===== config.mk =====
export PLATFORM = sky130hd
export DESIGN_NAME = controller_rom_loader
export DESIGN_NICKNAME = d
export VERILOG_FILES = /design/src/rtl/controller_rom_loader.sv
export SDC_FILE = /design/constraint.sdc
export NUM_CORES = 1
export LEC_CHECK = 0
export CAP_MARGIN = 25
export CORE_UTILIZATION = 50
export DETAILED_ROUTE_END_ITERATION = 10
export PLACE_DENSITY = 0.77
export SLEW_MARGIN = 20
export SYNTH_ARGS = -nofsm -noshare
export SYNTH_HDL_FRONTEND = slang
export SYNTH_SLANG_ARGS = --single-unit

===== constraint.sdc =====
create_clock -name clk -period 5.3 [get_ports clk]
set_input_delay 0.795 -clock clk [delete_from_list [all_inputs] [get_ports clk]]
set_output_delay 0.795 -clock clk [all_outputs]
set_load 0.02 [all_outputs]

===== src/rtl/controller_rom_loader.sv =====
// Packs a host byte stream into big-endian 32-bit words and writes them to the
// byte-enabled controller ROM, one strobe per word, partial last word by lane mask.
module controller_rom_loader #(
  parameter int ADDR_WIDTH = 15
) (
  input  logic                  clk,
  input  logic                  reset,
  input  logic                  start,
  input  logic [ADDR_WIDTH-1:0] base_addr,
  input  logic                  in_valid,
  input  logic [7:0]            in_data,
  input  logic                  in_last,
  output logic                  in_ready,
  output logic                  rom_we,
  output logic [3:0]            rom_bytesel,
  output logic [ADDR_WIDTH-1:0] rom_addr,
  output logic [31:0]           rom_d,
  output logic                  busy,
  output logic                  done,
  output logic                  overflow,
  output logic [ADDR_WIDTH+1:0] byte_count
);

  typedef enum logic [2:0] {IDLE, FILL, WRITE, DRAIN, FIN} state_t;

  state_t                state, state_next;
  logic [ADDR_WIDTH-1:0] word_ptr;
  logic [1:0]            lane;
  logic [3:0]            mask;
  logic [31:0]           pack;
  logic                  word_last;
  logic [3:0]            sel_hold;
  logic [ADDR_WIDTH-1:0] addr_hold;
  logic [31:0]           d_hold;
  logic                  xfer;
  logic                  ptr_at_top;

  assign xfer       = in_valid & in_ready;
  assign ptr_at_top = &word_ptr;

  always_ff @(posedge clk or posedge reset) begin
    if (reset) state <= IDLE;
    else       state <= state_next;
  end

  always_comb begin
    state_next = state;
    unique case (state)
      IDLE:    if (start) state_next = FILL;
      FILL:    if (xfer && (lane == 2'd3 || in_last)) state_next = WRITE;
      WRITE: begin
        if (word_last)       state_next = FIN;
        else if (ptr_at_top) state_next = DRAIN;
        else                 state_next = FILL;
      end
      DRAIN:   if (xfer && in_last) state_next = FIN;
      FIN:     state_next = IDLE;
      default: state_next = IDLE;
    endcase
  end

  // ROM port shows the live word only during WRITE and otherwise replays the last write
  always_comb begin
    in_ready    = (state == FILL) || (state == DRAIN);
    busy        = (state != IDLE);
    done        = (state == FIN);
    rom_we      = (state == WRITE);
    rom_bytesel = (state == WRITE) ? mask     : sel_hold;
    rom_addr    = (state == WRITE) ? word_ptr : addr_hold;
    rom_d       = (state == WRITE) ? pack     : d_hold;
  end

  always_ff @(posedge clk or posedge reset) begin
    if (reset) begin
      word_ptr   <= '0;
      lane       <= '0;
      mask       <= '0;
      pack       <= '0;
      word_last  <= 1'b0;
      byte_count <= '0;
      overflow   <= 1'b0;
      sel_hold   <= '0;
      addr_hold  <= '0;
      d_hold     <= '0;
    end else begin
      unique case (state)
        IDLE: begin
          if (start) begin
            word_ptr   <= base_addr;
            byte_count <= '0;
            overflow   <= 1'b0;
            lane       <= '0;
            mask       <= '0;
            pack       <= '0;
            word_last  <= 1'b0;
          end
        end
        FILL: begin
          // lane 0 lands in the most significant byte (big-endian packing)
          if (xfer) begin
            pack[{~lane, 3'b000} +: 8] <= in_data;
            mask[lane]                 <= 1'b1;
            lane                       <= lane + 2'd1;
            byte_count                 <= byte_count + 1'b1;
            word_last                  <= in_last;
          end
        end
        WRITE: begin
          sel_hold  <= mask;
          addr_hold <= word_ptr;
          d_hold    <= pack;
          mask      <= '0;
          lane      <= '0;
          pack      <= '0;
          word_last <= 1'b0;
          if (!word_last) begin
            if (ptr_at_top) overflow <= 1'b1;
            else            word_ptr <= word_ptr + 1'b1;
          end
        end
        default: ;
      endcase
    end
  end

endmodule


==> out/results.ini, run 1 <==
[run_status]
status = complete, no violations

[die]
fp-row-count = 38
initial_utilization_pct = 51.4
core_area_um2 = 10900
die_w_um = 108
die_h_um = 108
ios = 101
die-area_um2 = 11600

[place]
gp_congestion = 0.813
hpwl_um = 8680
portBuffers = 100

[power_and_ir_drop]
p_int_mw = 2.55
ir_drop_uv = 428
p_leak_nw = 3.40
clock_power_share_pct = 31.0
pwr-share-seq_pct = 34.2
p_sw_share_pct = 36.2
combPwrFrac_pct = 34.7
power.net_switching_mw = 1.45
p_per_area_nw_per_um2 = 546
finalPower_mw = 3.99

[critical_path]
critPathMaxFanout = 53
cp.arrival_ns = 3.13
crit_type = flip-flop to output port
worstPathRequired_ns = 4.51
rr_startpoint = state[0]
r2r_cells = 5
cp-start-kind = flip-flop
cp-end-kind = output port
r2r_end = pack[4]
rrSetupSlack_ns = 2.71

[clock_tree]
cts.sinks = 126
clockRootBuffer = clkbuf_8
cts_tree = built
clk_path_buf_depth = 2
cts_max_level = 4
cts_buffers = 17
clkTransAtPathRegs_ns = 0.05
post_cts_buffers = 0
holdBufCountCts = 0
cts_resized = 0
clk_latency_ns = 0.54

[logic_synthesis]
async_flop_share_pct = 100
synth-edff-count = 0
ys_warn_count = 0
syn_area_per_cell_um2 = 9.51
ys_ff_latch = 126
ys.flop_type = dfrtp_1
yosysSeqAreaShare_pct = 56.4
postSynthCellCount = 588
synth_cell_types = 51
synth_fp_nets = 624
synthesis.area_um2 = 5590

[layout]
diodes = 0
nets = 720
drive_gt1_share_pct = 7.46
area_growth_pct = 30.8

[sta]
fmax_mhz = 255
fin_crit_sh_pct = 74.0
finalHoldViolCount = 0
worst_pin_slew_ns = 0.895
rsz0062_at_grt = no
holdWs_ns = 0.468
finalSetupViolations = 0
maxSlewViolCount = 0
fin_worst_skew_ns = 0.00985
min_period_ns = 3.92
relSlewSlack_pct = 40.2
finalSetupTns_ns = 0

[detailed_routing]
wl_per_cell_um = 15.5
drc = 0
postRouteAntennaNets = 0
via_count = 4553
drt_iter0_markers = 236
viasPerCell = 5.44
drt_first_pass_iters = 4
totalWireLength_um = 12900

[min_path]
min_path_type = flip-flop to flip-flop
min_to = addr_hold[9]
hp-start = addr_hold[9]
whs_path_depth = 2

[run]
max_cap_viol_count = 0

[grt]
antenna_found_initial = 0
overflow = 0
grt_pass1_vias = 4347
grt_max_degree = 66
grt_usage_pct = 24.0
grt_first_pass_wirelength_um = 21100

==> worst max path at each step <==
| stage | start | to | slack [ns] |
|---|---|---|---|
| global route | state[0] | rom_d[31] | 1.21 |
| global placement | state[0] | rom_d[31] | 1.69 |
| CTS | state[0] | rom_d[31] | 1.35 |
| detailed placement | state[0] | rom_d[31] | 1.94 |
| finish | state[0] | rom_addr[10] | 1.38 |
| floorplan | reset | addr_hold[0] | 1.15 |
==> cell usage after synthesis, types with 2 or more instances <==
library cell	count	area, µm²
a211oi_2	2	25.0
a21oi_1	25	125
a22o_1	23	201
a311oi_1	2	17.5
a31oi_1	4	25.0
and2_1	3	18.8
and3_1	5	31.3
and4_1	5	43.8
and4b_1	2	20.0
buf_2	18	90.1
buf_4	2	15.0
clkbuf_1	7	26.3
dfrtp_1	126	3150
ha_1	8	100
inv_1	6	22.5
mux2i_1	2	20.0
nand2_1	203	762
nand2b_1	3	18.8
nand3_1	19	95.1
nand4_1	9	56.3
nor2_1	29	109
nor2b_1	2	12.5
nor3_1	7	35.0
nor3_2	2	20.0
nor3b_1	3	22.5
nor4_1	2	12.5
nor4_4	2	42.5
o21ai_0	25	125
o21ai_1	3	15.0
o21ai_2	2	17.5
o22a_1	2	17.5
o22ai_1	2	12.5
or3_1	4	25.0
xnor2_1	2	17.5
xor2_1	11	96.3
==> cell type report <==
cell class,count,area (µm²)
clock inverter,12,190
fill,850,3570
tap,140,175
clock buffer,20,445
multi-input combinational,427,2270
timing repair buffer,105,1050
sequential,126,3150
inverter,7,28.8
==> per-stage QoR <==
| stage | cells | setup slack (ns) | utilization [%] | instance area, µm² |
|---|---|---|---|---|
| final | 837 | 1.38 | 67.2 | 7310 |
| after CTS | 837 | 1.35 | 67.2 | 7310 |
| after detailed placement | 805 | 1.94 | 61.3 | 6680 |
| after global placement | 804 | 1.69 | 61.1 | 6660 |
| after global routing | 837 | 1.21 | 67.2 | 7310 |
| after floorplan | 588 | 1.15 | - | 5590 |
==> metal layers <==
layer,wire length [µm],vias up,share of wire (%),track usage [%]
met1,5710,2213,44,30.6
met4,222,0,1.7,11.3
li1,-,2197,-,-
met5,0,-,0,0
met2,6270,126,48,37.8
met3,726,17,5.6,6.66
==> cells in the final DEF, fill, tap and decap left out, types with 4 or more instances in the layout <==
cell / netlist / routed
o21ai_0: 25 / 25
inv_1: 6 / 5
nand3_1: 19 / 19
clkdlybuf4s50_1: 0 / 100
dfrtp_1: 126 / 126
ha_1: 8 / 8
clkbuf_16: 0 / 16
a22o_1: 23 / 23
or3_1: 4 / 4
a21oi_1: 25 / 25
nor2_1: 29 / 29
xor2_1: 11 / 11
nand2_1: 203 / 203
buf_4: 2 / 4
and4_1: 5 / 5
nor3_1: 7 / 7
and3_1: 5 / 5
bufinv_16: 0 / 5
nand4_1: 9 / 9
clkinv_2: 0 / 5
a31oi_1: 4 / 4
==> logic make-up after synthesis <==
kind of cell | share of synthesized area [%]
compound gates | 11.6
xor+xnor | 2.04
fa+ha+maj | 1.79
buf+inv | 3.02
flops | 56.4
mux | 0.559
simple gates | 24.6
==> power groups by stage <==
stage          combinational [mW]  sequential [mW]  clock [mW]
2_1_floorplan               0.964             1.32           0
3_3_place_gp                 1.34             1.37           0
3_5_place_dp                 1.39             1.38           0
4_1_cts                      1.40             1.36        1.26
5_1_grt                      1.53             1.39        1.30
6_report                     1.39             1.37        1.24
==> sequential cells by signal (all words and copies together) (netlist names), 3 cells and up <==
signal and cells:
byte_count 17, pack 32, addr_hold 15, sel_hold 4, d_hold 32, mask 4, word_ptr 15, state 3
==> worst max-delay path: stages (launching register included) <==
cell	delay [ns]
dfrtp_1	0.53
or3b_2	0.55
inv_2	0.39
buf_12	0.29
nand2_1	0.10
nand2_1	0.09
clkdlybuf4s50_1	0.62
Note: power is estimated with default switching activity, not from simulation.
==> inputs of run 2 (changes only) <==
==> constraint.sdc (replaced) <==
create_clock -name clk -period 3.8 [get_ports clk]
set_input_delay 0.57 -clock clk [delete_from_list [all_inputs] [get_ports clk]]
set_output_delay 0.57 -clock clk [all_outputs]
set_load 0.02 [all_outputs]
==> out/results.ini, run 2 (same netlist as run 1, synthesis figures left out) <==
[detailed_routing]
totalWireLength_um = 13200  ; +1.8%
wl_per_cell_um = 15.7  ; +1.5%
via_count = 4586  ; +0.72%
viasPerCell = 5.46  ; +0.37%
drt_iter0_markers = 271  ; +15%
drc = 0  ; unchanged
drt_first_pass_iters = 5  ; +1
postRouteAntennaNets = 0  ; unchanged

[layout]
area_growth_pct = 30.5
layout_common_cells = nand2_1, dfrtp_1, clkdlybuf4s50_1
drive_gt1_share_pct = 8.00  ; +0.54 points
fin_util_pct = 67.0  ; -0.17 points
reg_top3 = d_hold (32), pack (32), byte_count (17)
n_fill_cell = 881  ; +3.6%
nets = 723  ; +0.42%
layout_commonest_cell = nand2_1
final_cells = 840  ; +0.36%
diodes = 0  ; unchanged

[grt]
grt_first_pass_wirelength_um = 21700  ; +2.6%
antenna_found_initial = 0  ; unchanged
grt_max_degree = 127  ; +92%
overflow = 0  ; unchanged
grt_pass1_vias = 4565  ; +5.0%
grt_usage_pct = 24.4  ; +0.43 points

[critical_path]
cp-start-kind = flip-flop
cp.arrival_ns = 2.99  ; -0.14 ns
worstPathRequired_ns = 3.23  ; -1.28 ns
crit_slowest_cell = clkdlybuf4s50_1
cp-end-kind = output port
critPathMaxFanout = 19  ; -64%
crit_type = flip-flop to output port
path_cells = or3b_2, inv_2, buf_4, nand2_1, nand2_1, clkdlybuf4s50_1
max_stage_delay_ns = 0.60  ; -0.02 ns
path_common_cell = nand2_1
path_delay_family = buffers and inverters
cp_num_buf_inv = 3  ; unchanged

[clock_tree]
post_cts_buffers = 0  ; unchanged
clkTransAtPathRegs_ns = 0.06  ; about the same
cts_resized = 0  ; unchanged
clk_latency_ns = 0.52  ; -0.02 ns
clockRootBuffer = clkbuf_8
cts_tree = built
cts.sinks = 126  ; unchanged
holdBufCountCts = 0  ; unchanged
clk_path_buf_depth = 2  ; unchanged
cts_max_level = 4  ; unchanged
cts_buffers = 17  ; unchanged

[die]
die_h_um = 108  ; unchanged
core_area_um2 = 10900  ; unchanged
initial_utilization_pct = 51.4  ; unchanged
die-area_um2 = 11600  ; unchanged
ios = 101  ; unchanged
die_w_um = 108  ; unchanged
fp-row-count = 38  ; unchanged

[sta]
finalSetupViolations = 0  ; unchanged
rsz0062_at_grt = no
finalHoldViolCount = 0  ; unchanged
worst_pin_slew_ns = 0.875  ; -0.0199 ns
fin_worst_skew_ns = 0.00682  ; -0.00303 ns
maxSlewViolCount = 0  ; unchanged
relSlewSlack_pct = 41.3  ; +1.0 points
finalSetupTns_ns = 0  ; unchanged
fmax_mhz = 281
min_period_ns = 3.56
holdWs_ns = 0.471  ; +0.00327 ns
fin_crit_sh_pct = 93.7

[power_and_ir_drop]
p_leak_nw = 3.38  ; -0.57%
ir_drop_uv = 581  ; +36%
finalPower_mw = 5.45  ; +36%
p_per_area_nw_per_um2 = 747  ; +37%

[run_status]
status = complete, no violations

[min_path]
min_path_type = flip-flop to flip-flop

[place]
portBuffers = 100  ; unchanged
hpwl_um = 8750  ; +0.81%
gp_congestion = 0.853  ; +4.9%
placedCellCount = 808  ; +0.37%

[run]
max_cap_viol_count = 0  ; unchanged

-- run 2: report_power, final --
group / internal [mW] / switching, mW
clock network: 0.941 / 0.619
registers: 1.64 / 0.261
logic: 0.773 / 1.21
-- run 2: worst paths after layout --
kind / startpoint / end / slack, ns / cells past startpoint
worst max-delay path: state[0] / rom_d[8] / 0.24 / 6
worst min-delay path: d_hold[5] / d_hold[5] / 0.47 / 2
worst max register to register: state[0] / word_ptr[11] / 1.35 / 6
worst min register to register: d_hold[5] / d_hold[5] / 0.47 / 2
max in group asynchronous: reset / d_hold[13] / 2.71 / 3
min in group asynchronous: reset / d_hold[18] / 0.56 / 3
-- run 2: stage by stage --
step	setup WS, ns	instance area, µm²
2_1_floorplan	1.53	5600
3_5_place_dp	0.787	6710
5_1_grt	0.0540	7290
4_1_cts	0.231	7290
6_report	0.240	7290
3_3_place_gp	0.895	6710
-- run 2: metal layers --
metal	track usage [%]	part of all wire (%)	vias to the layer above
met4	7.73	1.2	0
met3	6.78	5.6	16
met1	31.0	43	2229
met5	0	0	-
li1	-	-	2200
met2	40.4	50	141
-- run 2: area by class of cell --
type	count	area, µm²	area share [%]
inverter	7	30.0	0.412
clock buffer	17	414	5.68
clock inverter	15	166	2.28
timing repair buffer	108	1090	14.9
tap	140	175	2.40
sequential	126	3150	43.2
multi-input combinational	427	2270	31.1
-- run 2: worst reg2reg max path, cell delays in order (launching register included) --
cell and delay [ns]:
dfrtp_1 0.54, or3b_2 0.56, buf_4 0.36, o31ai_2 0.29
buf_4 0.27, a21boi_0 0.21, o22a_1 0.16
